**src/rtl/ldm_scan_if.sv**
```systemverilog
// ----------------------------------------------------------------------------
// ldm_scan_if
//   Bundles the frame-load side (statistics path) and the LDM panel side of
//   the local-dimming scan controller.
//   Frame load : PIXEL_DATA, PIXEL_DATA_EN
//   Control    : SCAN_EN, BLANK
//   Panel      : LDM_CLK, LDM_ADDR_EN, LDM_ADDR, LDM_LINE_DATA
//   Status     : FRAME_DONE, OVERRUN
//   master = the side that loads frames and watches the panel pins,
//   slave  = the scan controller.
// ----------------------------------------------------------------------------
interface ldm_scan_if #(
   parameter int NUM_LINES = 16,
   parameter int LINE_W    = 16
);
   localparam int ADDR_W = $clog2(NUM_LINES);

   logic [NUM_LINES*LINE_W-1:0] PIXEL_DATA;
   logic                        PIXEL_DATA_EN;
   logic                        SCAN_EN;
   logic                        BLANK;
   logic                        LDM_CLK;
   logic                        LDM_ADDR_EN;
   logic [ADDR_W-1:0]           LDM_ADDR;
   logic [LINE_W-1:0]           LDM_LINE_DATA;
   logic                        FRAME_DONE;
   logic                        OVERRUN;

   modport master (
      output PIXEL_DATA, PIXEL_DATA_EN, SCAN_EN, BLANK,
      input  LDM_CLK, LDM_ADDR_EN, LDM_ADDR, LDM_LINE_DATA, FRAME_DONE, OVERRUN
   );

   modport slave (
      input  PIXEL_DATA, PIXEL_DATA_EN, SCAN_EN, BLANK,
      output LDM_CLK, LDM_ADDR_EN, LDM_ADDR, LDM_LINE_DATA, FRAME_DONE, OVERRUN
   );
endinterface

```
**src/rtl/ldm_scan_ctrl.sv**
```systemverilog
// ----------------------------------------------------------------------------
// ldm_scan_ctrl
//   Local-dimming scan controller. Captures a frame of zone data into a shadow
//   buffer, swaps it into the active buffer only between frames, and scans
//   NUM_LINES words of LINE_W bits to the panel, one per slot of 2*CLK_DIV
//   clk cycles. LDM_CLK rises mid-slot so address/data are stable around it.
//   Ports:
//     clk   system clock
//     rstn  asynchronous active-low reset
//     bus   ldm_scan_if slave: frame load, SCAN_EN/BLANK, panel pins, status
//   All panel/status outputs are registered.
// ----------------------------------------------------------------------------
module ldm_scan_ctrl #(
   parameter int NUM_LINES = 16,
   parameter int LINE_W    = 16,
   parameter int CLK_DIV   = 4
) (
   input  logic     clk,
   input  logic     rstn,
   ldm_scan_if.slave bus
);
   localparam int ADDR_W  = $clog2(NUM_LINES);
   localparam int FRAME_W = NUM_LINES * LINE_W;
   localparam int SLOT    = 2 * CLK_DIV;
   localparam int CNT_W   = $clog2(SLOT);

   localparam logic [CNT_W-1:0]  CNT_LAST  = CNT_W'(SLOT - 1);
   localparam logic [CNT_W-1:0]  CNT_HALF  = CNT_W'(CLK_DIV);
   localparam logic [ADDR_W-1:0] ADDR_LAST = ADDR_W'(NUM_LINES - 1);

   typedef enum logic {IDLE, SCAN} state_t;

   state_t              state, state_nx;
   logic [CNT_W-1:0]    cnt, cnt_nx;
   logic [ADDR_W-1:0]   addr, addr_nx;
   logic [FRAME_W-1:0]  shadow, active, active_nx;
   logic                pending, valid;
   logic                load, boundary, swap;

   logic                ldm_clk_nx, addr_en_nx, done_nx, overrun_nx;
   logic [ADDR_W-1:0]   ldm_addr_nx;
   logic [LINE_W-1:0]   data_nx;

   // NOTE: state register in its own always_ff with non-blocking assignment so
   // every flop samples the pre-edge values regardless of block ordering.
   always_ff @(posedge clk or negedge rstn) begin
      if (!rstn) state <= IDLE;
      else       state <= state_nx;
   end

   // NOTE: every variable gets a default before the case so no path leaves a
   // value unassigned, which would otherwise infer a latch.
   always_comb begin
      load       = bus.PIXEL_DATA_EN;
      boundary   = (state == SCAN) && (cnt == CNT_LAST) && (addr == ADDR_LAST);
      // Swap only where it cannot tear a frame: anywhere while idle, or on the
      // very last cycle of a frame while scanning.
      swap       = pending && ((state == IDLE) || boundary);
      active_nx  = swap ? shadow : active;
      // A load racing a swap is not an overrun: the old shadow is consumed.
      overrun_nx = load && pending && !swap;
      done_nx    = boundary;

      state_nx    = state;
      cnt_nx      = '0;
      addr_nx     = '0;
      ldm_clk_nx  = 1'b0;
      addr_en_nx  = 1'b0;
      ldm_addr_nx = '0;
      data_nx     = '0;

      unique case (state)
         IDLE: begin
            if (bus.SCAN_EN && (valid || swap)) begin
               state_nx   = SCAN;
               addr_en_nx = 1'b1;
               data_nx    = bus.BLANK ? '0 : active_nx[LINE_W-1:0];
            end
         end
         SCAN: begin
            if (boundary && !bus.SCAN_EN) begin
               state_nx = IDLE;
            end else begin
               addr_en_nx = 1'b1;
               if (cnt == CNT_LAST) begin
                  addr_nx     = (addr == ADDR_LAST) ? '0 : addr + ADDR_W'(1);
                  ldm_addr_nx = addr_nx;
                  data_nx     = bus.BLANK ? '0
                                          : active_nx[int'(addr_nx) * LINE_W +: LINE_W];
               end else begin
                  // Mid-slot: hold address and data so they straddle the
                  // LDM_CLK rising edge.
                  cnt_nx      = cnt + CNT_W'(1);
                  addr_nx     = addr;
                  ldm_addr_nx = bus.LDM_ADDR;
                  data_nx     = bus.LDM_LINE_DATA;
               end
               ldm_clk_nx = (cnt_nx >= CNT_HALF);
            end
         end
         default: state_nx = IDLE;
      endcase
   end

   // NOTE: the frame buffers are plain flops, not RAM, so they are reset along
   // with everything else and a fresh scan can never show stale data.
   always_ff @(posedge clk or negedge rstn) begin
      if (!rstn) begin
         cnt               <= '0;
         addr              <= '0;
         shadow            <= '0;
         active            <= '0;
         pending           <= 1'b0;
         valid             <= 1'b0;
         bus.LDM_CLK       <= 1'b0;
         bus.LDM_ADDR_EN   <= 1'b0;
         bus.LDM_ADDR      <= '0;
         bus.LDM_LINE_DATA <= '0;
         bus.FRAME_DONE    <= 1'b0;
         bus.OVERRUN       <= 1'b0;
      end else begin
         cnt    <= cnt_nx;
         addr   <= addr_nx;
         active <= active_nx;
         if (load) shadow <= bus.PIXEL_DATA;
         pending <= load || (pending && !swap);
         valid   <= valid || swap;
         bus.LDM_CLK       <= ldm_clk_nx;
         bus.LDM_ADDR_EN   <= addr_en_nx;
         bus.LDM_ADDR      <= ldm_addr_nx;
         bus.LDM_LINE_DATA <= data_nx;
         bus.FRAME_DONE    <= done_nx;
         bus.OVERRUN       <= overrun_nx;
      end
   end
endmodule
```
**src/flat_wrapper.sv**
```systemverilog
// flat-port wrapper written by rule: the top's interface ports become plain ports
module ldm_scan_ctrl_flat 
#(
   parameter int NUM_LINES = 16,
   parameter int LINE_W    = 16,
   parameter int CLK_DIV   = 4
)
  (clk, rstn, bus_PIXEL_DATA, bus_PIXEL_DATA_EN, bus_SCAN_EN, bus_BLANK, bus_LDM_CLK, bus_LDM_ADDR_EN, bus_LDM_ADDR, bus_LDM_LINE_DATA, bus_FRAME_DONE, bus_OVERRUN);
  ldm_scan_if #(.NUM_LINES(NUM_LINES), .LINE_W(LINE_W)) bus_i ();
  input  logic clk;
  input  logic rstn;
  input wire logic [$bits(bus_i.PIXEL_DATA)-1:0] bus_PIXEL_DATA;
  input wire logic [$bits(bus_i.PIXEL_DATA_EN)-1:0] bus_PIXEL_DATA_EN;
  input wire logic [$bits(bus_i.SCAN_EN)-1:0] bus_SCAN_EN;
  input wire logic [$bits(bus_i.BLANK)-1:0] bus_BLANK;
  output wire logic [$bits(bus_i.LDM_CLK)-1:0] bus_LDM_CLK;
  output wire logic [$bits(bus_i.LDM_ADDR_EN)-1:0] bus_LDM_ADDR_EN;
  output wire logic [$bits(bus_i.LDM_ADDR)-1:0] bus_LDM_ADDR;
  output wire logic [$bits(bus_i.LDM_LINE_DATA)-1:0] bus_LDM_LINE_DATA;
  output wire logic [$bits(bus_i.FRAME_DONE)-1:0] bus_FRAME_DONE;
  output wire logic [$bits(bus_i.OVERRUN)-1:0] bus_OVERRUN;
  assign bus_i.PIXEL_DATA = bus_PIXEL_DATA;
  assign bus_i.PIXEL_DATA_EN = bus_PIXEL_DATA_EN;
  assign bus_i.SCAN_EN = bus_SCAN_EN;
  assign bus_i.BLANK = bus_BLANK;
  assign bus_LDM_CLK = bus_i.LDM_CLK;
  assign bus_LDM_ADDR_EN = bus_i.LDM_ADDR_EN;
  assign bus_LDM_ADDR = bus_i.LDM_ADDR;
  assign bus_LDM_LINE_DATA = bus_i.LDM_LINE_DATA;
  assign bus_FRAME_DONE = bus_i.FRAME_DONE;
  assign bus_OVERRUN = bus_i.OVERRUN;
  ldm_scan_ctrl #(.NUM_LINES(NUM_LINES), .LINE_W(LINE_W), .CLK_DIV(CLK_DIV)) u_core (.clk(clk), .rstn(rstn), .bus(bus_i));
endmodule
```
**config.mk**
```make
export PLATFORM = sky130hd
export DESIGN_NAME = ldm_scan_ctrl_flat
export DESIGN_NICKNAME = d
export VERILOG_FILES = /design/src/rtl/ldm_scan_if.sv /design/src/rtl/ldm_scan_ctrl.sv /design/src/flat_wrapper.sv
export SDC_FILE = /design/constraint.sdc
export NUM_CORES = 1
export LEC_CHECK = 0
export ABC_AREA = 1
export CAP_MARGIN = 20
export CORE_MARGIN = 4
export CORE_UTILIZATION = 61
export CTS_CLUSTER_DIAMETER = 80
export CTS_CLUSTER_SIZE = 10
export DETAILED_ROUTE_END_ITERATION = 8
export PLACE_DENSITY = 0.94
export SYNTH_ARGS = -nofsm -noshare
export SYNTH_HDL_FRONTEND = slang
export SYNTH_SLANG_ARGS = --single-unit
```
**constraint.sdc**
```tcl
create_clock -name clk -period 5.2 [get_ports clk]
set_input_delay 1.04 -clock clk [delete_from_list [all_inputs] [get_ports clk]]
set_output_delay 1.04 -clock clk [all_outputs]
set_load 0.01 [all_outputs]
```
Word-level counts from Yosys, hierarchy flattened --
Cells that the tools add are included.
Cells by class: mux-type cells 21, reductions and logical operators 13, shift operators 1, equality and inequality tests 3, $add $sub $neg 2, bitwise logic cells 1, $lt $le $gt $ge 1
Operator list (count):
- 256-bit two-way mux | 1
- 256-bit by 9-bit variable part select with 16-bit output | 1
- 16-bit two-way mux | 5
- 16-bit case mux with 2 select lines | 1
- 4-bit two-way mux | 4
- 3-bit two-way mux | 5
- 1-bit logical AND | 8
- 4-bit by 1-bit adder with 4-bit output, second input constant | 1
- 4-bit == test, second input constant | 1
- 1-bit two-way mux | 4
- 3-bit by 1-bit adder with 3-bit output, second input constant | 1
- 3-bit == test, second input constant | 1
- 3-bit greater-or-equal comparator, second input constant | 1
- 1-bit logical OR | 3
- 3-bit != test, second input constant | 1
- 1-bit zero test | 2
- 1-bit case mux with 2 select lines | 1
- 1-bit inverter | 1
Word-level totals: output and inout port bits 24, logic and storage cells 53, bits in registers 541, input bits 261

Logic depth before layout (Yosys ltp) --
Gate-level depths: netlist of the first run.
word-level depth 11, gate-level depth with buffers 17, depth with buffers taken out 14

Worst setup path after synthesis of the first run --
Ideal clock, no wire load.
path kind input port to flip-flop, start input port bus_PIXEL_DATA_EN, end register u_core.shadow[100], arrival time 2482 ps, buffers on the path 5, stages 7, setup slack 2635 ps, required time 5117 ps, library setup time 83 ps, cell sequence clkbuf_1 -> clkbuf_1 -> clkbuf_1 -> clkbuf_1 -> clkbuf_1 -> nand2_1 -> o21ai_0
RTL lines:
- start, declared | RTL line flat_wrapper.sv:13 | input wire logic [$bits(bus_i.PIXEL_DATA_EN)-1:0] bus_PIXEL_DATA_EN;
- end signal, assigned | RTL line ldm_scan_ctrl.sv:125 | if (load) shadow <= bus.PIXEL_DATA;
- end, declared | RTL line ldm_scan_ctrl.sv:36 | logic [FRAME_W-1:0] shadow, active, active_nx;

==> summary.md, run 1 <==
| Metric | Value |
|---|---|
| Hold Fails Final Rpt | `0` |
| Placed cell area | `roughly 28000 sq um` |
| Largest net degree at the start of global routing | `approximately 170` |
| Worst-path clk slew | `0.06 ns` |
| Die Height | `~210 microns` |
| Final WL | `73900 microns` |
| Placed wire-length estimate | `about 48000 microns` |
| Compound-cell area share of the yosys netlist | `0.0749` |
| Full die area | `43700 sq um` |
| Mux cell area share after synthesis | `0` |
| Clock Sinks | `540` |
| Post-synth EDFFs | `0` |
| Setup Skew | `0.0198 ns` |
| First-pass GRT wire length | `117000 microns` |
| Final setup viols | `0` |
| Hold slack final | `~0.45 ns` |
| Synthesized area | `roughly 25000 sq um` |
| CTS tree | `built` |
| Fin util | `0.733` |
| Top cell type's share of synthesized area | `0.548` |
| Die outline width | `approximately 210 microns` |
| Adder-cell share of the synthesized area | `0.00152` |
| H-tree lvl count | `2` |
| CP max-delay cell | `buf_4` |
| Worst-path maximum fanout | `67` |
| Synth Net Count | `3270` |
| Pwr Total | `12.9 mW` |
| Initial antenna violation count | `0` |
| Fin. max-slew vios | `0` |
| Final net count | `between 3000 and 4000` |
| Startpoint types | `flip-flop` |
| Distinct cell type count after synthesis | `23` |
| Hold depth | `1` |
| Post-synthesis async set-or-reset flop share | `1.00` |
| Pwr dens | `roughly 440 nW/um^2` |
| WP data arrival | `about 4.1 ns` |
| Area leader, netlist | `dfrtp_1` |
| Worst Max-Slew Pin Slew | `~1.1 ns` |
| Setup TNS | `0 ns` |
| Layout cells sized above 1 | `0.0323` |
| Class of the worst hold path | `reg2reg` |
| Final Critical Period | `between 3 and 4 ns` |
| Final estimated routing congestion in global placement | `between 0.9 and 1` |
| Num CTS Buffers | `between 50 and 60` |
| Yosys warns | `0` |
| Total of max-cap violations | `0` |
| Clock latency on the worst-skew pair | `slightly above 0.6 ns` |
| Vias in the first global route | `22064` |
| Ys flop type | `dfrtp_1` |
| Dpl cells | `between 3000 and 4000` |
| Initial drt markers | `between 2000 and 3000` |
| Synth Area in Simple Gates | `0.268` |
| RSZ-0062 raised after global routing | `no` |
| Drc violations | `0` |
| Worst rel slew slack | `0.270` |
| CTS max path bufs | `3` |
| Syn avg cell area | `a little over 8 sq um` |
| Worst VDD drop | `just over 400 uV` |
| Post-synth top cells | `626 x nand2_1, 606 x nand3_1, 540 x dfrtp_1` |
| Storage element area | `roughly 14000 sq um` |
| Fmax | `roughly 280 MHz` |
| DRT Pass-1 Iters | `8` |
| Design area | `29200 sq um` |
| Setup Fix Bufs, Post-CTS | `0` |
| Total Routing Usage GR | `0.334` |
| Top Ports | `285` |
| Synth Area in XOR/XNOR | `0` |
| Element type at the critical path end | `flip-flop` |
| Post-route ant nets | `0` |
| Most Frequent Cell on Critical Path | `nand3_1` |
| DR vias | `between 20000 and 25000` |
| Synth-to-Final Area Change | `18.4%` |
| Initial Util | `0.619` |
| Via density | `about 5.8` |
| Tcrit/Tclk final | `0.679` |
| Main combinational cell family by area after synthesis | `simple AND/OR/NAND/NOR gates` |
| Core box area | `approximately 40000 sq um` |
| Setup ws final | `between 1.5 and 2 ns` |
| Wire per inst | `about 20 microns` |
| Final Non-Filler Cells | `3718` |
| Root Driver | `clkbuf_16` |
| Sequential area share after synthesis | `0.548` |
| Syn Inst Count | `~3000` |
| Flops & latches, synth | `between 500 and 600` |
| Crit-path cells | `ha_4 -> nand3_1 -> nand2_4 -> buf_4 -> nand3_1 -> nand3_1 -> nand3_1 -> nand3_1 -> nand3_1 -> a21oi_1` |
| Footprint of the multi-input gates | `approximately 8500 sq um` |
| Crit Path Class | `reg2reg` |
| R2r worst-path depth | `10` |
| Hold buffer count at CTS | `0` |
| Fill cells | `around 2800` |
| Ranking of synthesized cells by area | `dfrtp_1 55%, nand3_1 12%, nand2_1 9.5%, inv_1 7.2%, o21ai_0 5.6%` |
| Setup WS pre-CTS | `roughly 1.9 ns` |
| Cell row count | `73` |
| Total gr overflow | `0` |
| Pleak | `14.4 nW` |
| PortBufs | `284` |
| Worst Path Required | `about 5.7 ns` |
| Post_cts resized | `0` |
| Max stage delay on crit path | `0.80 ns` |
| Most frequent cell after synthesis | `nand2_1` |
| Status | `finished clean` |
placed cells by master, fill, tap and decap left out, types with 2 or more instances in the layout:
cell / n
a21oi_1: 32
and2_1: 174
buf_12: 8
buf_4: 19
buf_8: 2
clkbuf_16: 60
clkdlybuf4s50_1: 282
dfrtp_1: 539
diode_2: 2
ha_1: 2
inv_1: 469
inv_2: 2
nand2_1: 625
nand2_2: 2
nand3_1: 606
nor2_1: 23
o21a_1: 4
o21ai_0: 277
o21ai_1: 50
o22ai_1: 2
routing by layer:
layer	vias to the layer above	part of all wire	GRT usage
met5	-	0	0
met4	0	0.056	0.178
met3	246	0.11	0.101
met2	1200	0.46	0.515
met1	10266	0.38	0.429
li1	9754	-	-
sequential cells by signal, summed over array words and instances (netlist names):
register	cells
u_core.active	256
u_core.bus.FRAME_DONE	1
u_core.bus.LDM_ADDR	4
u_core.bus.LDM_ADDR_EN	1
u_core.bus.LDM_CLK	1
u_core.bus.LDM_LINE_DATA	16
u_core.bus.OVERRUN	1
u_core.cnt	2
u_core.pending	1
u_core.shadow	256
u_core.valid	1
critical path: cells and delay by family, from the launching register on:
kind / cells / cell delay (ns)
AO/OA/AOI/OAI: 1 / 0.13
adder cells (fa/ha/maj): 1 / 0.17
buffers and inverters: 1 / 0.80
flip-flops: 1 / 0.43
AND/OR/NAND/NOR: 7 / 1.80
worst paths after layout:
| path | from | end | slack, ns |
|---|---|---|---|
| max | u_core.bus.LDM_ADDR[0] | u_core.bus.LDM_LINE_DATA[11] | 1.67 |
| min | u_core.cnt[0] | u_core.cnt[0] | 0.45 |
| max reg2reg | u_core.bus.LDM_ADDR[0] | u_core.bus.LDM_LINE_DATA[11] | 1.67 |
| min reg2reg | u_core.cnt[0] | u_core.cnt[0] | 0.45 |
| max in group asynchronous | rstn | u_core.shadow[228] | 3.40 |
| min in group asynchronous | rstn | u_core.shadow[145] | 0.53 |
power breakdown:
group | internal [mW] | switching [mW]
registers | 4.79 | 0.232
logic | 1.44 | 2.87
clock network | 2.01 | 1.57
cells by family after synthesis:
logic type | after synthesis
buf+inv | 662
simple gates | 1435
fa+ha+maj | 3
compound gates | 366
flops | 540
layout make-up:
| type | instances | area share |
|---|---|---|
| flip-flops and latches | 540 | 0.463 |
| multi-input cells | 1804 | 0.293 |
| repair buffers | 311 | 0.108 |
| inverters | 473 | 0.0609 |
| clock buffers | 61 | 0.0516 |
| well taps | 525 | 0.0225 |
| clock inverters | 2 | 0.000858 |
| diodes | 2 | 0.000172 |
No activity file was read; power rests on OpenSTA's default activity.
==> inputs of run 2 (changes only) <==
--- a/config.mk
+++ b/config.mk
@@ -8,11 +8,11 @@
 export ABC_AREA = 1
 export CAP_MARGIN = 20
 export CORE_MARGIN = 4
-export CORE_UTILIZATION = 61
+export CORE_UTILIZATION = 51
 export CTS_CLUSTER_DIAMETER = 80
 export CTS_CLUSTER_SIZE = 10
 export DETAILED_ROUTE_END_ITERATION = 8
-export PLACE_DENSITY = 0.94
+export PLACE_DENSITY = 0.85
 export SYNTH_ARGS = -nofsm -noshare
 export SYNTH_HDL_FRONTEND = slang
 export SYNTH_SLANG_ARGS = --single-unit
==> constraint.sdc (replaced) <==
create_clock -name clk -period 3.1 [get_ports clk]
set_input_delay 0.62 -clock clk [delete_from_list [all_inputs] [get_ports clk]]
set_output_delay 0.62 -clock clk [all_outputs]
set_load 0.01 [all_outputs]
==> run 2 against run 1 <==
The run now ends with negative hold slack left; non-clock buffer count rose by 21; flip-flop and latch count did not move; final cell count rose by 3.0%; largest cell class unchanged; largest power group unchanged; highest routed layer is now met5.
==> summary.md, run 2 (same netlist as run 1, synthesis figures left out) <==
| Metric | Value |
|---|---|
| Setup ws final | `0.262 ns (-1.41 ns)` |
| Placed wire-length estimate | `47400 microns (-0.94%)` |
| DRT Pass-1 Iters | `7 (-1)` |
| WP data arrival | `3.36 ns (-0.70 ns)` |
| Post-route ant nets | `0 (unchanged)` |
| Vias in the first global route | `20804 (-5.7%)` |
| Pleak | `14.6 nW (+1.2%)` |
| Crit Path Class | `reg2reg` |
| Hold slack final | `-0.0117 ns (-0.460 ns)` |
| Worst Path Required | `3.62 ns (-2.11 ns)` |
| DR vias | `20866 (-2.8%)` |
| Initial antenna violation count | `11 (+11)` |
| Initial Util | `0.516 (-0.103)` |
| Root Driver | `clkbuf_16` |
| Clock latency on the worst-skew pair | `0.60 ns (-0.02 ns)` |
| Hold buffer count at CTS | `0 (unchanged)` |
| Setup WS pre-CTS | `0.356 ns (-1.50 ns)` |
| Fmax | `352 MHz (+24%)` |
| Final WL | `71600 microns (-3.1%)` |
| Commonest non-fill, non-tap cell in the layout | `nand2_1` |
| Element type at the critical path end | `flip-flop` |
| Post_cts resized | `0 (unchanged)` |
| Storage element area | `13500 sq um (unchanged)` |
| Total Routing Usage GR | `0.275 (-0.0593)` |
| Core box area | `47700 sq um (+20%)` |
| Layout cells sized above 1 | `0.0389 (+0.00665)` |
| Largest registers | `u_core.active (256), u_core.shadow (256), u_core.bus.LDM_LINE_DATA (16)` |
| Drc violations | `0 (unchanged)` |
| Initial drt markers | `2541 (-0.079%)` |
| Violated checks | `negative hold slack` |
| Final estimated routing congestion in global placement | `0.866 (-6.3%)` |
| Footprint of the multi-input gates | `8540 sq um (about the same)` |
| Top Ports | `285 (unchanged)` |
| Wire per inst | `18.7 microns (-5.9%)` |
| Total of max-cap violations | `0 (unchanged)` |
| Fin. max-slew vios | `0 (unchanged)` |
| Largest net degree at the start of global routing | `104 (-39%)` |
| Clock Sinks | `540 (unchanged)` |
| PortBufs | `284 (unchanged)` |
| Die Height | `228 microns (+9.0%)` |
| Final setup viols | `0 (unchanged)` |
| Worst Max-Slew Pin Slew | `0.872 ns (-0.224 ns)` |
| First-pass GRT wire length | `115000 microns (-1.8%)` |
| Status | `complete, but fails checks` |
| Worst-path maximum fanout | `74 (+10%)` |
| Hold Fails Final Rpt | `5 (+5)` |
| Worst rel slew slack | `0.418 (+0.148)` |
| Final Critical Period | `2.84 ns (-0.691 ns)` |
| Synth-to-Final Area Change | `20.2%` |
| CTS tree | `built` |
| RSZ-0062 raised after global routing | `no` |
| CTS max path bufs | `3 (unchanged)` |
| Via density | `5.45 (-5.6%)` |
| Full die area | `51900 sq um (+19%)` |
| Setup Fix Bufs, Post-CTS | `0 (unchanged)` |
| H-tree lvl count | `2 (unchanged)` |
| Final net count | `3474 (+0.61%)` |
| Fill cells | `3887 (+41%)` |
| Setup Skew | `0.0122 ns (-0.00755 ns)` |
| Most frequent cells in the layout | `625 x nand2_1, 606 x nand3_1, 539 x dfrtp_1` |
| Class of the worst hold path | `in2async` |
| Reg2reg setup slack | `0.26 ns (-1.41 ns)` |
| Startpoint types | `flip-flop` |
| Setup TNS | `0 ns (unchanged)` |
| Die outline width | `228 microns (+9.0%)` |
| Pwr dens | `733 nW/um^2 (+66%)` |
| Total gr overflow | `0 (unchanged)` |
| Tcrit/Tclk final | `0.915 (+0.237)` |
| Num CTS Buffers | `59 (unchanged)` |
| Worst VDD drop | `712 uV (+73%)` |
| Cell row count | `80 (+9.6%)` |
| Worst-path clk slew | `0.06 ns (about the same)` |
run 2: per-stage QoR:
stage | area (sq um) | util | std cells | hold WS, ns | power [mW]
floorplan | 24600 | - | 3006 | 0.324 | 12.6
global placement | 28100 | 0.588 | 3764 | 0.421 | 15.4
detailed placement | 28100 | 0.588 | 3764 | 0.427 | 15.6
CTS | 29600 | 0.620 | 3826 | 0.00458 | 21.7
global route | 29600 | 0.620 | 3828 | 0.0242 | 22.8
finish | 29600 | 0.620 | 3830 | -0.0117 | 21.7
run 2: final timing paths:
| kind | endpoint | from | depth (start not counted) |
|---|---|---|---|
| setup reg to reg | u_core.bus.LDM_LINE_DATA[5] | u_core.bus.LDM_ADDR[0] | 12 |
| hold reg to reg | u_core.cnt[0] | u_core.cnt[0] | 1 |
| min in group clk | u_core.cnt[0] | u_core.cnt[0] | 1 |
| hold / removal | u_core.shadow[198] | rstn | 1 |
| max in group asynchronous | u_core.shadow[14] | rstn | 2 |
| setup / recovery | u_core.bus.LDM_LINE_DATA[5] | u_core.bus.LDM_ADDR[0] | 12 |
run 2: layout make-up:
class | instances | area share
Timing Repair Buffer | 332 | 0.117
Inverter | 473 | 0.0600
Clock buffer | 62 | 0.0517
Sequential cell | 540 | 0.456
Antenna cell | 4 | 0.000338
Tap cell | 615 | 0.0260
Multi-Input combinational cell | 1804 | 0.288
run 2: power by group:
part	internal, mW	total, mW	switching (mW)	leakage [nW]
clock network	3.42	6.03	2.62	0.753
logic	2.54	7.28	4.74	7.55
registers	8.03	8.39	0.359	6.31
run 2: worst max-delay path, cell delays in order, from the launching register on:
cell      delay, ns
dfrtp_1        0.43
ha_4           0.17
nand3_1        0.20
o21bai_4       0.31
nand2_8        0.23
buf_12         0.27
o21ai_0        0.34
nand2_1        0.09
nand3_1        0.12
nand3_1        0.15
nand3_1        0.13
nand3_1        0.09
a21oi_1        0.17
run 2: per-layer routing:
metal | global-route usage | wire [microns] | vias up
met5 | 0 | 80 | -
met4 | 0.0978 | 2720 | 16
met3 | 0.0862 | 7210 | 187
met2 | 0.432 | 33000 | 943
met1 | 0.363 | 28600 | 9905
li1 | - | - | 9815
